### src/rtl/toy_phy_reg_alloc_ctrl_pkg.sv
// Shared sizes and FSM state type for the physical-register free-list
// allocator (one instance each for the int and fp register files).
package toy_phy_reg_alloc_ctrl_pkg;
  localparam int PHY_REG_NUM      = 64;
  localparam int PHY_REG_ID_WIDTH = 6;
  localparam int INST_DECODE_NUM  = 4;
  localparam int ARCH_REG_NUM     = 32;

  typedef enum logic [1:0] {
    ALLOC_NORMAL  = 2'd0,
    ALLOC_FLUSH   = 2'd1,
    ALLOC_RECOVER = 2'd2
  } alloc_state_e;
endpackage

### src/rtl/toy_phy_reg_alloc_ctrl_if.sv
// Allocator <-> rename/commit bus. master = rename/commit side,
// slave = allocator.
interface toy_phy_reg_alloc_ctrl_if #(
  parameter int PHY_REG_NUM      = toy_phy_reg_alloc_ctrl_pkg::PHY_REG_NUM,
  parameter int PHY_REG_ID_WIDTH = toy_phy_reg_alloc_ctrl_pkg::PHY_REG_ID_WIDTH,
  parameter int ALLOC_NUM        = toy_phy_reg_alloc_ctrl_pkg::INST_DECODE_NUM
);
  logic [ALLOC_NUM-1:0]                       v_alloc_rdy;
  logic [ALLOC_NUM-1:0]                       v_alloc_vld;
  logic [ALLOC_NUM-1:0][PHY_REG_ID_WIDTH-1:0] v_alloc_id;
  logic [PHY_REG_NUM-1:0]                     v_release;
  logic                                       cancel_en;
  logic [PHY_REG_NUM-1:0]                     v_backup_busy;
  logic [PHY_REG_ID_WIDTH:0]                  free_cnt;
  logic                                       recover_busy;
  logic                                       err_double_free;

  modport master (
    output v_alloc_rdy, v_release, cancel_en, v_backup_busy,
    input  v_alloc_vld, v_alloc_id, free_cnt, recover_busy, err_double_free
  );

  modport slave (
    input  v_alloc_rdy, v_release, cancel_en, v_backup_busy,
    output v_alloc_vld, v_alloc_id, free_cnt, recover_busy, err_double_free
  );
endinterface

### src/rtl/toy_phy_reg_pick.sv
// Find-first-N-set over a free bitmap. Slot k (in index order) takes the
// lowest still-unclaimed set bit if it requests one.
module toy_phy_reg_pick #(
  parameter int N  = 4,
  parameter int W  = 64,
  parameter int IW = 6
) (
  input  logic [W-1:0]         map,
  input  logic [N-1:0]         req,
  output logic [N-1:0][IW-1:0] id,
  output logic [N-1:0]         found,
  output logic [W-1:0]         picked
);
  logic [W-1:0] rem;
  logic [W-1:0] low;

  // Walk slots in order, peeling the lowest remaining set bit each time
  always_comb begin
    rem    = map;
    low    = '0;
    id     = '0;
    found  = '0;
    picked = '0;
    for (int k = 0; k < N; k++) begin
      low = rem & (~rem + W'(1));
      if (req[k] && (|rem)) begin
        found[k] = 1'b1;
        picked   = picked | low;
        rem      = rem & ~low;
        for (int b = 0; b < W; b++)
          if (low[b]) id[k] = IW'(b);
      end
    end
  end
endmodule

### src/rtl/toy_phy_reg_alloc_ctrl.sv
// Physical register free-list controller: keeps a free bitmap, pre-picks
// up to ALLOC_NUM IDs into per-slot output registers (vld/rdy), takes
// commit releases back, and rebuilds from the committed busy map on cancel.
// Optional macro TOY_ALLOC_DOUBLE_FREE_CHK_EN adds a sticky double-free flag.
module toy_phy_reg_alloc_ctrl #(
  parameter int PHY_REG_NUM      = toy_phy_reg_alloc_ctrl_pkg::PHY_REG_NUM,
  parameter int PHY_REG_ID_WIDTH = toy_phy_reg_alloc_ctrl_pkg::PHY_REG_ID_WIDTH,
  parameter int ALLOC_NUM        = toy_phy_reg_alloc_ctrl_pkg::INST_DECODE_NUM,
  parameter int ARCH_REG_NUM     = toy_phy_reg_alloc_ctrl_pkg::ARCH_REG_NUM
) (
  input  logic                    clk,
  input  logic                    rst_n,  // active-high despite the name
  toy_phy_reg_alloc_ctrl_if.slave bus
);
  import toy_phy_reg_alloc_ctrl_pkg::*;

  localparam int CW = PHY_REG_ID_WIDTH + 1;
  localparam logic [PHY_REG_NUM-1:0] RST_FREE_MAP =
    {{(PHY_REG_NUM-ARCH_REG_NUM){1'b1}}, {ARCH_REG_NUM{1'b0}}};
  localparam logic [CW-1:0] RST_FREE_CNT = CW'(PHY_REG_NUM - ARCH_REG_NUM);

  alloc_state_e state_q, state_d;
  logic [PHY_REG_NUM-1:0]                     free_map_q, free_map_d;
  logic [ALLOC_NUM-1:0]                       vld_q, vld_d;
  logic [ALLOC_NUM-1:0][PHY_REG_ID_WIDTH-1:0] id_q, id_d;
  logic [CW-1:0]                              free_cnt_q, free_cnt_d;
  logic                                       recover_busy;

  logic [ALLOC_NUM-1:0]                       fire, refill, req;
  logic                                       refill_en;
  logic [ALLOC_NUM-1:0][PHY_REG_ID_WIDTH-1:0] pick_id;
  logic [ALLOC_NUM-1:0]                       pick_found;
  logic [PHY_REG_NUM-1:0]                     picked;

  assign fire   = vld_q & bus.v_alloc_rdy;
  assign refill = ~vld_q | fire;
  // Refill on every edge whose next state is NORMAL. That includes the
  // RECOVER->NORMAL edge, so fresh IDs are already valid in the first NORMAL
  // cycle (cancel+3) while nothing is shown during FLUSH/RECOVER.
  assign refill_en = (state_d == ALLOC_NORMAL);
  assign req       = refill & {ALLOC_NUM{refill_en}};

  toy_phy_reg_pick #(
    .N  (ALLOC_NUM),
    .W  (PHY_REG_NUM),
    .IW (PHY_REG_ID_WIDTH)
  ) u_pick (
    .map    (free_map_q),
    .req    (req),
    .id     (pick_id),
    .found  (pick_found),
    .picked (picked)
  );

  // FSM state register
  always_ff @(posedge clk or posedge rst_n) begin
    if (rst_n) state_q <= ALLOC_NORMAL;
    else       state_q <= state_d;
  end

  // FSM next state: cancel always (re)enters FLUSH
  always_comb begin
    state_d = state_q;
    if (bus.cancel_en) begin
      state_d = ALLOC_FLUSH;
    end else begin
      case (state_q)
        ALLOC_FLUSH:   state_d = ALLOC_RECOVER;
        ALLOC_RECOVER: state_d = ALLOC_NORMAL;
        default:       state_d = ALLOC_NORMAL;
      endcase
    end
  end

  // FSM outputs
  always_comb begin
    recover_busy = (state_q != ALLOC_NORMAL);
  end

  // Next free map / slot contents / free count
  always_comb begin
    free_map_d = (free_map_q & ~picked) | bus.v_release;
    vld_d      = vld_q & ~fire;
    id_d       = id_q;
    for (int i = 0; i < ALLOC_NUM; i++) begin
      if (pick_found[i]) begin
        vld_d[i] = 1'b1;
        id_d[i]  = pick_id[i];
      end
    end
    // Cancel wins: slot contents are dropped, pool rebuilt from commit state
    if (bus.cancel_en) begin
      free_map_d = ~bus.v_backup_busy | bus.v_release;
      vld_d      = '0;
      id_d       = '0;
    end
    free_cnt_d = '0;
    for (int b = 0; b < PHY_REG_NUM; b++)
      free_cnt_d = free_cnt_d + CW'(free_map_d[b]);
  end

  // Datapath registers
  always_ff @(posedge clk or posedge rst_n) begin
    if (rst_n) begin
      free_map_q <= RST_FREE_MAP;
      vld_q      <= '0;
      id_q       <= '0;
      free_cnt_q <= RST_FREE_CNT;
    end else begin
      free_map_q <= free_map_d;
      vld_q      <= vld_d;
      id_q       <= id_d;
      free_cnt_q <= free_cnt_d;
    end
  end

  assign bus.v_alloc_vld  = vld_q;
  assign bus.v_alloc_id   = id_q;
  assign bus.free_cnt     = free_cnt_q;
  assign bus.recover_busy = recover_busy;

`ifdef TOY_ALLOC_DOUBLE_FREE_CHK_EN
  logic [PHY_REG_NUM-1:0] held_map;
  logic                   dbl_hit;
  logic                   err_q, err_d;

  // IDs currently parked in a valid slot
  always_comb begin
    held_map = '0;
    for (int i = 0; i < ALLOC_NUM; i++)
      if (vld_q[i]) held_map[id_q[i]] = 1'b1;
  end

  assign dbl_hit = |(bus.v_release & (free_map_q | held_map));
  assign err_d   = err_q | dbl_hit;

  // Sticky double-free flag, cleared only by reset
  always_ff @(posedge clk or posedge rst_n) begin
    if (rst_n) err_q <= 1'b0;
    else       err_q <= err_d;
  end

  a_no_double_free: assert property (@(posedge clk) disable iff (rst_n) !dbl_hit);

  assign bus.err_double_free = err_q;
`else
  assign bus.err_double_free = 1'b0;
`endif
endmodule
### src/flat_wrapper.sv
// flat-port wrapper written by rule: the top's interface ports become plain ports
module toy_phy_reg_alloc_ctrl_flat import toy_phy_reg_alloc_ctrl_pkg::*;
#(
  parameter int PHY_REG_NUM      = toy_phy_reg_alloc_ctrl_pkg::PHY_REG_NUM,
  parameter int PHY_REG_ID_WIDTH = toy_phy_reg_alloc_ctrl_pkg::PHY_REG_ID_WIDTH,
  parameter int ALLOC_NUM        = toy_phy_reg_alloc_ctrl_pkg::INST_DECODE_NUM,
  parameter int ARCH_REG_NUM     = toy_phy_reg_alloc_ctrl_pkg::ARCH_REG_NUM
)
  (clk, rst_n, bus_v_alloc_rdy, bus_v_release, bus_cancel_en, bus_v_backup_busy, bus_v_alloc_vld, bus_v_alloc_id, bus_free_cnt, bus_recover_busy, bus_err_double_free);
  toy_phy_reg_alloc_ctrl_if #(.PHY_REG_NUM(PHY_REG_NUM), .PHY_REG_ID_WIDTH(PHY_REG_ID_WIDTH), .ALLOC_NUM(ALLOC_NUM)) bus_i ();
  input  logic clk;
  input  logic rst_n;
  input wire logic [$bits(bus_i.v_alloc_rdy)-1:0] bus_v_alloc_rdy;
  input wire logic [$bits(bus_i.v_release)-1:0] bus_v_release;
  input wire logic [$bits(bus_i.cancel_en)-1:0] bus_cancel_en;
  input wire logic [$bits(bus_i.v_backup_busy)-1:0] bus_v_backup_busy;
  output wire logic [$bits(bus_i.v_alloc_vld)-1:0] bus_v_alloc_vld;
  output wire logic [$bits(bus_i.v_alloc_id)-1:0] bus_v_alloc_id;
  output wire logic [$bits(bus_i.free_cnt)-1:0] bus_free_cnt;
  output wire logic [$bits(bus_i.recover_busy)-1:0] bus_recover_busy;
  output wire logic [$bits(bus_i.err_double_free)-1:0] bus_err_double_free;
  assign bus_i.v_alloc_rdy = bus_v_alloc_rdy;
  assign bus_i.v_release = bus_v_release;
  assign bus_i.cancel_en = bus_cancel_en;
  assign bus_i.v_backup_busy = bus_v_backup_busy;
  assign bus_v_alloc_vld = bus_i.v_alloc_vld;
  assign bus_v_alloc_id = bus_i.v_alloc_id;
  assign bus_free_cnt = bus_i.free_cnt;
  assign bus_recover_busy = bus_i.recover_busy;
  assign bus_err_double_free = bus_i.err_double_free;
  toy_phy_reg_alloc_ctrl #(.PHY_REG_NUM(PHY_REG_NUM), .PHY_REG_ID_WIDTH(PHY_REG_ID_WIDTH), .ALLOC_NUM(ALLOC_NUM), .ARCH_REG_NUM(ARCH_REG_NUM)) u_core (.clk(clk), .rst_n(rst_n), .bus(bus_i));
endmodule
### config.mk
export PLATFORM = sky130hd
export DESIGN_NAME = toy_phy_reg_alloc_ctrl_flat
export DESIGN_NICKNAME = d
export VERILOG_FILES = /design/src/rtl/toy_phy_reg_alloc_ctrl_pkg.sv /design/src/rtl/toy_phy_reg_alloc_ctrl_if.sv /design/src/rtl/toy_phy_reg_pick.sv /design/src/rtl/toy_phy_reg_alloc_ctrl.sv /design/src/flat_wrapper.sv
export SDC_FILE = /design/constraint.sdc
export NUM_CORES = 1
export LEC_CHECK = 0
export CORE_ASPECT_RATIO = 0.6
export CORE_MARGIN = 10
export CORE_UTILIZATION = 25
export DETAILED_ROUTE_END_ITERATION = 10
export GPL_TIMING_DRIVEN = 0
export PLACE_DENSITY = 0.49
export RECOVER_POWER = 50
export SYNTH_ARGS = -nofsm -noshare
export SYNTH_HDL_FRONTEND = slang
export SYNTH_SLANG_ARGS = --single-unit
### constraint.sdc
create_clock -name clk -period 17.8 [get_ports clk]
set_clock_uncertainty 0.15 [all_clocks]
set_input_delay 3.56 -clock clk [delete_from_list [all_inputs] [get_ports clk]]
set_output_delay 3.56 -clock clk [all_outputs]
set_load 0.03 [all_outputs]
# Word-level counts from Yosys, hierarchy flattened
# Cells that the tools add are included.
# word_totals
ff_bits	101
input_bits	135
out_inout_bits	37
elab_cells	398
# classes
n_addsub	67
n_eq_ne	1
muxes	280
n_bitwise	28
reduce_logical	14
# op_table
operator	count
6-bit 2-to-1 mux	256
64-bit inverter	9
64-bit bitwise AND	8
64-bit 2-to-1 mux	8
7-bit by 1-bit adder with 7-bit output	62
64-bit bitwise OR	5
64-bit by 1-bit adder with 64-bit output (second input constant)	4
64-bit OR reduction	4
24-bit 2-to-1 mux	1
4-bit bitwise AND	3
1-bit 2-to-1 mux	12
2-bit nonzero test	5
4-bit inverter	2
1-bit logical AND	4
2-bit 2-to-1 mux	2
4-bit 2-to-1 mux	1
4-bit bitwise OR	1
1-bit by 1-bit adder with 2-bit output	1
2-bit by 1-bit equality test with 1-bit output (second input constant)	1
2-bit zero test	1

# Longest topological paths before layout
# Gate-level depths: netlist (run 1).
# logic_depth
ltp_word	91
mapped_depth	55
depth_no_buf	45

# Modules after synthesis
# A second synthesis (run 1) with hierarchy kept.
# hier_totals
hier_cells	2342
area_unflattened_um2	16699.8
# by_module_without_submodules
module	instances	cells_per_inst	area_per_inst_um2	seq_area_each_um2
toy_phy_reg_pick	1	1747	10367.4	0.0
toy_phy_reg_alloc_ctrl	1	595	6332.3	2568.7

# Least setup slack after synthesis (run 1)
# No wires, ideal clock.
# synth_path
path_type	input port to flip-flop
start	input port bus_cancel_en
end	register u_core.free_cnt_q[6] (netlist: u_core.bus.free_cnt[6])
setup_time_ns	0.122
arrival_time_ns	15.607
t_required_ns	17.528
path_slack_ns	1.921
stages	49
n_path_buf	6
cell_sequence	clkbuf_1 inv_1 nand3_1 clkbuf_1 o41ai_1 nand4b_1 or3_1 buf_2 nor3_4 nand3_2 or4_1 o21ai_0 or4_1 o21ai_1 or4_4 buf_6 o31a_1 nor4_4 [13 not listed] fa_1 inv_1 fa_1 inv_1 fa_1 inv_1 fa_1 inv_1 fa_1 inv_1 fa_1 fa_1 a21oi_1 nor2_1 nor2_1 nor2b_1 o21ai_0 nand2b_1
# synth_via
elab_chain_cells	89
word_cells_on_any_way	100
cone_classes	66 x add/sub; 9 x mux; 17 x bitwise; 8 x reduce/logical
# synth_lines
element	line	source
start: declaration	flat_wrapper.sv:15	input wire logic [$bits(bus_i.cancel_en)-1:0] bus_cancel_en;
2-bit 2-to-1 mux	toy_phy_reg_alloc_ctrl.sv:64	if (bus.cancel_en) begin
2-bit zero test	toy_phy_reg_alloc_ctrl.sv:40	assign refill_en = (state_d == ALLOC_NORMAL);
4-bit bitwise AND	toy_phy_reg_alloc_ctrl.sv:41	assign req = refill & {ALLOC_NUM{refill_en}};
1-bit logical AND	toy_phy_reg_pick.sv:26	if (req[k] && (|rem)) begin
64-bit 2-to-1 mux	toy_phy_reg_pick.sv:26	
64-bit inverter	toy_phy_reg_pick.sv:25	low = rem & (~rem + W'(1));
64-bit by 1-bit adder with 64-bit output	toy_phy_reg_pick.sv:25	
64-bit bitwise AND	toy_phy_reg_pick.sv:25	
[14 not listed]	-	
64-bit inverter	toy_phy_reg_alloc_ctrl.sv:82	free_map_d = (free_map_q & ~picked) | bus.v_release;
64-bit bitwise AND	toy_phy_reg_alloc_ctrl.sv:82	
64-bit bitwise OR	toy_phy_reg_alloc_ctrl.sv:82	
64-bit 2-to-1 mux (*)	toy_phy_reg_alloc_ctrl.sv:92	if (bus.cancel_en) begin
via u_core.free_map_d[1]	toy_phy_reg_alloc_ctrl.sv:23	logic [PHY_REG_NUM-1:0] free_map_q, free_map_d;
1-bit by 1-bit adder with 2-bit output (*)	toy_phy_reg_alloc_ctrl.sv:99	free_cnt_d = free_cnt_d + CW'(free_map_d[b]);
7-bit by 1-bit adder with 7-bit output (*) (62 in a row)	toy_phy_reg_alloc_ctrl.sv:99	
via u_core.free_cnt_d[6]	toy_phy_reg_alloc_ctrl.sv:26	logic [CW-1:0] free_cnt_q, free_cnt_d;
end signal: assignment	toy_phy_reg_alloc_ctrl.sv:113	free_cnt_q <= free_cnt_d;
end: declaration	toy_phy_reg_alloc_ctrl.sv:26	
# Mark *: on every way through the listed nets, which the timed path passes. The rest lies on a longest branch.
# A chain may end at the register's enable or synchronous reset.

# Final worst setup path (run 1)
# layout_path
start	input port bus_v_alloc_rdy[0]
end	register u_core.free_cnt_q[6] (netlist: u_core.bus.free_cnt[6])
# layout_via
word_cells_on_any_way	100
cone_classes	66 x add/sub; 8 x mux; 19 x bitwise; 7 x reduce/logical
# layout_rtl
element	line	source
start: declaration	flat_wrapper.sv:13	input wire logic [$bits(bus_i.v_alloc_rdy)-1:0] bus_v_alloc_rdy;
4-bit bitwise AND (*)	toy_phy_reg_alloc_ctrl.sv:35	assign fire = vld_q & bus.v_alloc_rdy;
4-bit bitwise OR (*)	toy_phy_reg_alloc_ctrl.sv:36	assign refill = ~vld_q | fire;
4-bit bitwise AND (*)	toy_phy_reg_alloc_ctrl.sv:41	
1-bit logical AND (*)	toy_phy_reg_pick.sv:26	
64-bit 2-to-1 mux	toy_phy_reg_pick.sv:26	
64-bit inverter	toy_phy_reg_pick.sv:25	
64-bit by 1-bit adder with 64-bit output	toy_phy_reg_pick.sv:25	
64-bit bitwise AND	toy_phy_reg_pick.sv:25	
[13 not listed]	-	
64-bit 2-to-1 mux (*)	toy_phy_reg_pick.sv:26	
64-bit inverter (*)	toy_phy_reg_alloc_ctrl.sv:82	
64-bit bitwise AND (*)	toy_phy_reg_alloc_ctrl.sv:82	
64-bit bitwise OR (*)	toy_phy_reg_alloc_ctrl.sv:82	
64-bit 2-to-1 mux (*)	toy_phy_reg_alloc_ctrl.sv:92	
via u_core.free_map_d[8]	toy_phy_reg_alloc_ctrl.sv:23	
7-bit by 1-bit adder with 7-bit output (*) (56 in a row)	toy_phy_reg_alloc_ctrl.sv:99	
via u_core.free_cnt_d[6]	toy_phy_reg_alloc_ctrl.sv:26	
# Marked as above.

==> results of run 1 <==
## logic make-up (layout without fill, tap and decap cells)
logic type / after synthesis / in the layout
fa+ha+maj: 76 / 76
compound gates: 661 / 661
flops: 101 / 101
simple gates: 974 / 974
other cells: 1 / 6
buf+inv: 210 / 451
mux: 8 / 8
xor+xnor: 6 / 6
## cell type report
class | instances | share of cell area (%)
multi-input cells | 1726 | 64.0
flip-flops and latches | 101 | 13.3
repair buffers | 230 | 11.2
well taps | 770 | 4.98
plain buffers | 97 | 2.72
inverters | 108 | 2.10
clock buffers | 9 | 1.16
clock inverters | 7 | 0.524
diodes | 5 | 0.0647
## through the flow
stage	power (W)	cells	hold WS [ps]	TNS, ps
6_report	0.00198	3053	360	0
4_1_cts	0.00196	3013	371	0
2_1_floorplan	0.00129	2037	404	0
3_3_place_gp	0.00168	2977	341	-24600
5_1_grt	0.00221	3048	391	-87.5
3_5_place_dp	0.00170	2985	349	-18290
## how the worst max path moves through the flow
stage	from	cells past startpoint	slack [ps]	end
2_1_floorplan	bus_cancel_en	49	1920	u_core.bus.free_cnt[6]$_DFF_PP0_
3_3_place_gp	bus_cancel_en	47	-4030	u_core.bus.free_cnt[6]$_DFF_PP0_
3_5_place_dp	bus_cancel_en	52	-3110	u_core.bus.free_cnt[6]$_DFF_PP0_
4_1_cts	bus_v_alloc_rdy[0]	51	10	u_core.bus.free_cnt[6]$_DFF_PP0_
5_1_grt	bus_v_alloc_rdy[0]	51	-90	u_core.bus.free_cnt[6]$_DFF_PP0_
6_report	bus_v_alloc_rdy[0]	43	240	u_core.bus.free_cnt[6]$_DFF_PP0_
## sequential cells by signal, summed over array words and instances (netlist names)
signal and cells:
u_core.bus.free_cnt 7, u_core.bus.v_alloc_id 24, u_core.bus.v_alloc_vld 4, u_core.free_map_q 64, u_core.state_q 2
## power by group
part | total, W | switching (W) | internal (W) | leakage (nW)
clock network | 0.000242 | 0.000128 | 0.000114 | 0.155
logic | 0.00142 | 0.000819 | 0.000605 | 5.58
registers | 0.000316 | 0.0000305 | 0.000286 | 1.14
## worst max-delay path: cells and delay by family
kind                     cells  cell delay [ps]
AO/OA/AOI/OAI                7             2690
adder cells (fa/ha/maj)     10             5150
buffers and inverters       13             2590
AND/OR/NAND/NOR             13             3660
## metal layers
layer  global-route usage, %  part of all wire, %  vias up
li1                        -                    -     8254
met1                    46.3                   46    10000
met2                    41.7                   38     1422
met3                    11.5                   14      179
met4                    8.01                  3.0        2
met5                       0               0.0096        -
## cells in the final DEF, fill, tap and decap left out, drive strengths merged, types with 28 or more instances in the layout
cell type,netlist,routed
or3,28,28
clkdlybuf4s50,0,153
nor3,102,102
nor2,197,197
nand2,244,244
o211ai,28,28
fa,54,54
dfstp,33,33
inv,107,108
buf,38,98
nand3,101,101
or2,33,33
o31ai,38,38
clkbuf,64,69
nand4,58,58
nor4,63,63
o21ai,116,116
dfrtp,68,68
a31oi,46,46
a21oi,138,138
## repair_timing
item | CTS | global route
buffers inserted | 14 | 37
pin swaps | 11 | 29
endpoints found under the hold margin | 0 | 0
setup endpoints to repair | 7 | 6
gates resized for setup | 129 | 89
==> metrics.cfg, run 1 <==
[drt]
vias=19900
wirelength_microns=115000
dr.first_iter.drc_count=2967
dr.pass1.iters=6
ant_nets=0
post_drt_wl_per_cell_microns=37.6
viasPerCell=6.51
drc=0

[final_layout]
multi_input_area_sq_um=12400
area.sequential_sq_um=2570
area_delta_synth_final_pct=31.2
stdcell_area_sq_um=19300
utilization_pct=33.4
drive_above_1_share_pct=17.2
fill_cells=6251
layout.nets=2478

[clock_tree]
clkLatencyLatePin_ps=420
htree_levels=3
cts-buffers-inserted=9
cts_tree=yes
cts-hold-fix-buffers=0
clockRootBuffer=clkbuf_16
cts_sinks=101
clk_path_buf_depth=2
clkTransAtPathRegs_ps=90

[critical_path]
critical_path_class=input port to register
cp-end-kind=register
rr_startpoint=u_core.free_map_q[17]$_DFF_PP0_
r2r_cells=49
r2r-end=u_core.bus.free_cnt[6]$_DFF_PP0_
worstPathArrival_ps=17710
cp_slowest_cell=o41ai_4
path_common_cell=fa_1
start_kind=input port
max_stage_delay_ps=670
cp_max_fo=10
cp.required_ps=17950
reg2reg_slack_ps=1670

[placed_design]
dpl_cell_area_sq_um=17600
dp_slack_ps=-3110
gp_congestion=1.00
placement.io_buffers=170
place_hpwl_microns=97300

[sta]
worst_pin_slew_ps=5290
finalCritPeriodShare_pct=98.7
finalSetupViolCount=0
slew_headroom_pct=-252
fin_ws_ps=238
hold_violations=0
finalMaxSlewViolations=91
fmax_mhz=56.9
fin_crit_ps=17560

[floorplanning]
initial_core_util_pct=25.4
ioPinCount=172
num_rows=68
core_sq_um=57900
fp.dieH_microns=208
die_area_sq_um=69400
die_w_microns=334

[global_route]
grt_usage_pct=31.5
overflow=0
antenna_found_initial=9
grt_pass1_vias=18600
grt_first_pass_wirelength_microns=155000
grt_max_degree=84

[yosys]
netlist.area_leader.share_pct=11.5
synth_top_family_by_area=simple AND/OR/NAND/NOR gates
yosys.area.top_type=dfrtp_1
synth_area_leaders=dfrtp_1 12%, fa_1 7.3%, nand2_1 6.2%, dfstp_2 5.9%, nor2_1 4.9%
synth_cell_types=113
synth-simple-area-share_pct=34.5
synth_xor_area_share_pct=0.356
synth_async_sr_flop_share_pct=100
ys.flop_type=dfrtp_1
synth_compound_area_share_pct=32.0
synth.most_common_cell=nand2_1
synth-adder-area-share_pct=9.11
synth_edf_count=0
synth-seq-cells=101
syn_nets=2242
synth_area_sq_um=14700
ys_seq_area_share_pct=17.4
syn_area_per_cell_sq_um=7.24
synthTopCellsByCount=244 x nand2_1, 193 x nor2_1, 136 x a21oi_1
synth_warnings=0
synth_mux_area_share_pct=0.543
synthCells=2037

[job]
drv_cap=2

[outcome]
violations=max-capacitance violations, max-slew violations
outcome=complete, but fails checks

[hold_path]
min_path_type=register to register
hold_path.startpoint=u_core.bus.v_alloc_id[3]$_DFFE_PP0P_
min_path_cells=2
whs_endpoint=u_core.bus.v_alloc_id[3]$_DFFE_PP0P_

[pwr]
total_leakage_power_nw=6.87
vdd_ir_drop_max_mv=0.658
power_density_nw_per_um2=102

Power figures use the tool's default switching activity.
==> inputs of run 2 (changes only) <==
- ABC_CLOCK_PERIOD_IN_PS: not set -> 17800
==> results of run 2 <==
The final DEF is identical to that of run 1; final timing and power are the same.
==> edit 1, RTL diff (flow settings as in run 1) <==
`id_q` no longer has a reset.
--- a/src/rtl/toy_phy_reg_alloc_ctrl.sv
+++ b/src/rtl/toy_phy_reg_alloc_ctrl.sv
@@ -105,12 +105,14 @@
       free_map_q <= RST_FREE_MAP;
       vld_q      <= '0;
-      id_q       <= '0;
       free_cnt_q <= RST_FREE_CNT;
     end else begin
       free_map_q <= free_map_d;
       vld_q      <= vld_d;
-      id_q       <= id_d;
       free_cnt_q <= free_cnt_d;
     end
+  end
+
+  always_ff @(posedge clk) begin
+    id_q <= id_d;
   end
 
Check against the original RTL: not settled (the Yosys comparison gave no result); the edit may change what the design does.
==> edit 1 against run 1 <==
The flow still finishes with violations (max-capacitance violations, max-slew violations). Combinational power increased by 11%. Worst setup slack improved by 140 ps. Sequential cell count unchanged. First-iteration DRC count decreased by 9.3%. Final area decreased by 2.5%. Routed wire length decreased by 9.2%. Power increased by 8.5%. Synthesized area decreased by 2.5%. Critical path type unchanged. Critical endpoint unchanged. Largest power group unchanged.
==> edit 1: results (changes against run 1) <==
{
  "run_status": {"value": "finished, violations left", "change": "unchanged"},
  "failed_checks": {"value": "max-capacitance violations, max-slew violations", "change": "unchanged"},
  "holdPathEnd": {"value": "u_core.bus.v_alloc_id[7]", "change": "was u_core.bus.v_alloc_id[3]"},
  "multiplexer_share_of_the_synthesized_area": {"value": 0, "unit": "%", "change": "was 0.543%"},
  "p_leak": {"value": 6.78, "unit": "nW", "change": "was 6.87 nW"},
  "slowest_delay": {"value": 650, "unit": "ps", "change": "was 670 ps"},
  "r2r_setup_slack": {"value": 1030, "unit": "ps", "change": "was 1670 ps"},
  "synth_commonest_cells": {"value": "207 x sky130_fd_sc_hd__nor2_1, 193 x sky130_fd_sc_hd__nand2_1, 156 x sky130_fd_sc_hd__inv_1", "change": "was 244 x sky130_fd_sc_hd__nand2_1, 193 x sky130_fd_sc_hd__nor2_1, 136 x sky130_fd_sc_hd__a21oi_1"},
  "grtUsageMet3": {"value": 11.1, "unit": "%", "change": "was 11.5%"},
  "worst-endpoint-arrival": {"value": 17590, "unit": "ps", "change": "was 17710 ps"},
  "timing.reg2reg.worst_path_depth": {"value": 48, "change": "was 49"},
  "worst_path_max_delay_cell": {"value": "sky130_fd_sc_hd__fa_2", "change": "was sky130_fd_sc_hd__o41ai_4"},
  "synth_compound_area_share": {"value": 32.6, "unit": "%", "change": "was 32.0%"},
  "route.met3.wl": {"value": 13400, "unit": "µm", "change": "was 15500 µm"},
  "async_flop_share": {"value": 76.2, "unit": "%", "change": "was 100%"},
  "whs": {"value": 341, "unit": "ps", "change": "was 360 ps"},
  "finalCritPeriodShare": {"value": 97.9, "unit": "%", "change": "was 98.7%"},
  "worst_pin_slew": {"value": 3470, "unit": "ps", "change": "was 5290 ps"},
  "dr_total_vias": {"value": 19300, "change": "was 19900"},
  "worst_r2r_startpoint": {"value": "u_core.free_map_q[1]", "change": "was u_core.free_map_q[17]"},
  "synthTopCellsByArea": {"value": "sky130_fd_sc_hd__dfrtp_1 7.7%, sky130_fd_sc_hd__fa_1 7.5%, sky130_fd_sc_hd__dfstp_2 6.0%", "change": "was sky130_fd_sc_hd__dfrtp_1 12%, sky130_fd_sc_hd__fa_1 7.3%, sky130_fd_sc_hd__nand2_1 6.2%"},
  "comb_pwr": {"value": 1.58, "unit": "mW", "change": "was 1.42 mW"},
  "grt_util_met2": {"value": 39.5, "unit": "%", "change": "was 41.7%"},
  "period_needed": {"value": 17420, "unit": "ps", "change": "was 17560 ps"},
  "max_cap_viol_count": {"value": 2, "change": "unchanged"},
  "final-max-slew-violation-count": {"value": 67, "change": "was 91"}
}
[edit 1: cell type report]
| cell class | instances | area [µm²] |
|---|---|---|
| Clock buffer | 9 | 225 |
| Timing Repair Buffer | 226 | 2150 |
| Sequential cell | 101 | 2450 |
| Clock inverter | 7 | 101 |
| Buffer | 113 | 538 |
| Antenna cell | 1 | 2.50 |
| Multi-Input combinational cell | 1689 | 11900 |
| Fill cell | 6163 | 37500 |
| Tap cell | 759 | 950 |
| Inverter | 158 | 594 |
[edit 1: kinds of logic after synthesis]
kind of cell,after synthesis
AO/OA/AOI/OAI,689
XOR/XNOR,8
adder cells (fa/ha/maj),86
buffers and inverters,276
flip-flops,101
other,1
AND/OR/NAND/NOR,905
[edit 1: worst max-delay path: cells and delay by family]
| kind | cells | cell delay [ps] |
|---|---|---|
| AOI/OAI and AO/OA | 6 | 1920 |
| adders and majority gates | 12 | 5800 |
| buffers and inverters | 15 | 2590 |
| and+or+nand+nor | 18 | 3680 |
==> edit 2, RTL diff (settings of run 1) <==
Without the edit above. Change the package constant `PHY_REG_ID_WIDTH` from 6 to 3.
--- a/src/rtl/toy_phy_reg_alloc_ctrl_pkg.sv
+++ b/src/rtl/toy_phy_reg_alloc_ctrl_pkg.sv
@@ -3,5 +3,5 @@
 package toy_phy_reg_alloc_ctrl_pkg;
   localparam int PHY_REG_NUM      = 64;
-  localparam int PHY_REG_ID_WIDTH = 6;
+  localparam int PHY_REG_ID_WIDTH = 3;
   localparam int INST_DECODE_NUM  = 4;
   localparam int ARCH_REG_NUM     = 32;
Ports: changed (resized bus_free_cnt and bus_v_alloc_id); port bits go from 172 to 157. The function was not compared with the original's and may differ.
==> edit 2 against run 1 <==
The flow still finishes with violations (max-capacitance violations, max-slew violations). Worst setup slack worse by 16 ps. Synthesized area down 12%. Via count down 16%. Die area down 11%. Routed wire length down 27%. Synthesized cell count down 13%. Final area down 17%. First-iteration DRC count down 23%. Power down 25%. Sequential cell count down 15. Count of clock-buffer cells in the layout unchanged. Sequential share of layout area up 0.29 points. Critical path depth unchanged. Critical path type unchanged. Critical endpoint is now u_core.bus.free_cnt[2].
==> edit 2: results (changes against run 1) <==
{
  "finalNetCount": {"value": 2146, "change": "was 2478"},
  "worst_pin_slew": {"value": 2860, "unit": "ps", "change": "was 5290 ps"},
  "routed_wl": {"value": 83800, "unit": "µm", "change": "was 115000 µm"},
  "worst_path_max_delay_cell": {"value": "sky130_fd_sc_hd__a2111oi_0", "change": "was sky130_fd_sc_hd__o41ai_4"},
  "failed_checks": {"value": "max-capacitance violations, max-slew violations", "change": "unchanged"},
  "syn-num-nets": {"value": 1970, "change": "was 2242"},
  "max_cap_viol_count": {"value": 3, "change": "was 2"},
  "multiplexer_share_of_the_synthesized_area": {"value": 0.854, "unit": "%", "change": "was 0.543%"},
  "synth_compound_area_share": {"value": 33.4, "unit": "%", "change": "was 32.0%"},
  "fin_ws": {"value": 222, "unit": "ps", "change": "was 238 ps"},
  "drtIter0Drc": {"value": 2296, "change": "was 2967"},
  "run_status": {"value": "finished, violations left", "change": "unchanged"},
  "slowest_delay": {"value": 810, "unit": "ps", "change": "was 670 ps"},
  "synth_commonest_cells": {"value": "206 x sky130_fd_sc_hd__nand2_1, 158 x sky130_fd_sc_hd__nor2_1, 114 x sky130_fd_sc_hd__a21oi_1", "change": "was 244 x sky130_fd_sc_hd__nand2_1, 193 x sky130_fd_sc_hd__nor2_1, 136 x sky130_fd_sc_hd__a21oi_1"},
  "p_leak": {"value": 5.77, "unit": "nW", "change": "was 6.87 nW"},
  "synth-xor-area-share": {"value": 0.940, "unit": "%", "change": "was 0.356%"},
  "final-max-slew-violation-count": {"value": 92, "change": "was 91"},
  "sw_frac_of_total": {"value": 47.1, "unit": "%", "change": "was 49.3%"},
  "grt_antenna_before_repair": {"value": 3, "change": "was 9"},
  "synth_seq_area_share": {"value": 16.8, "unit": "%", "change": "was 17.4%"},
  "dp.cells": {"value": 2624, "change": "was 2985"},
  "synth_cell_types": {"value": 104, "change": "was 113"},
  "wl_per_cell": {"value": 31.6, "unit": "µm", "change": "was 37.6 µm"},
  "post_synth_fa_ha_maj_area_fraction": {"value": 9.94, "unit": "%", "change": "was 9.11%"},
  "synthTopCellsByArea": {"value": "sky130_fd_sc_hd__dfrtp_1 10%, sky130_fd_sc_hd__fa_1 7.8%, sky130_fd_sc_hd__dfstp_2 6.4%", "change": "was sky130_fd_sc_hd__dfrtp_1 12%, sky130_fd_sc_hd__fa_1 7.3%, sky130_fd_sc_hd__nand2_1 6.2%"},
  "numPortBuffers": {"value": 155, "change": "was 170"},
  "vdd_drop_max": {"value": 574, "unit": "µV", "change": "was 658 µV"},
  "r2r_setup_slack": {"value": 1980, "unit": "ps", "change": "was 1670 ps"},
  "worst_r2r_startpoint": {"value": "u_core.free_map_q[1]", "change": "was u_core.free_map_q[17]"}
}
-- edit 2: path summary, 6_finish.rpt --
| kind | cells past startpoint | end |
|---|---|---|
| setup reg to reg | 42 | u_core.bus.free_cnt[2] |
| max in group asynchronous | 3 | u_core.free_map_q[31] |
| hold / removal | 2 | u_core.bus.v_alloc_id[3] |
| setup / recovery | 43 | u_core.bus.free_cnt[2] |
| min in group asynchronous | 2 | u_core.bus.free_cnt[1] |
| hold reg to reg | 2 | u_core.bus.v_alloc_id[3] |
-- edit 2: layer usage --
metal | up-vias | global-route usage, % | part of all wire [%]
met2 | 1184 | 33.0 | 37
li1 | 7127 | - | -
met4 | 2 | 4.54 | 1.6
met1 | 8279 | 39.7 | 46
met5 | - | 0 | 0.082
met3 | 87 | 11.0 | 15
-- edit 2: cells by family after synthesis --
logic type	Yosys count
AOI/OAI and AO/OA	610
xor gates and xnor gates	14
adders and majority gates	76
buffers and inverters	187
DFF	86
muxes	11
other	1
and+or+nand+nor	790
-- edit 2: power by group through the flow --
stage               clock (mW)  sequential, mW  combinational, mW
floorplan                    0           0.267              0.722
global placement             0           0.265               1.01
detailed placement           0           0.265               1.01
CTS                      0.210           0.262               1.02
global route             0.217           0.266               1.16
finish                   0.205           0.265               1.01
-- edit 2: layout make-up --
class | instances | area share [%]
Clock buffer | 9 | 1.39
Multi-Input combinational cell | 1502 | 64.3
Clock inverter | 7 | 0.341
Tap cell | 693 | 5.37
Sequential cell | 86 | 13.6
Buffer | 91 | 2.63
Antenna cell | 4 | 0.0620
Inverter | 95 | 2.21
Timing Repair Buffer | 166 | 10.1
-- edit 2: timing repair --
action	4_1_cts	5_1_grt
resized for setup	16	39
buffers inserted	0	10
setup endpoints to repair	4	4
pin swaps	0	6
-- edit 2: through the flow --
| step | instance area, µm² | hold slack [ps] | util, % |
|---|---|---|---|
| global route | 16100 | 386 | 31.5 |
| floorplan | 13000 | 485 | - |
| CTS | 15900 | 365 | 31.0 |
| finish | 16200 | 355 | 31.5 |
| detailed placement | 15500 | 347 | 30.2 |
| global placement | 15500 | 335 | 30.2 |
-- edit 2: tightest hold or removal path: cells and delay by family, from the launching register on --
family,cells,cell delay (ps)
flip-flops,1,350
AND/OR/NAND/NOR,2,130
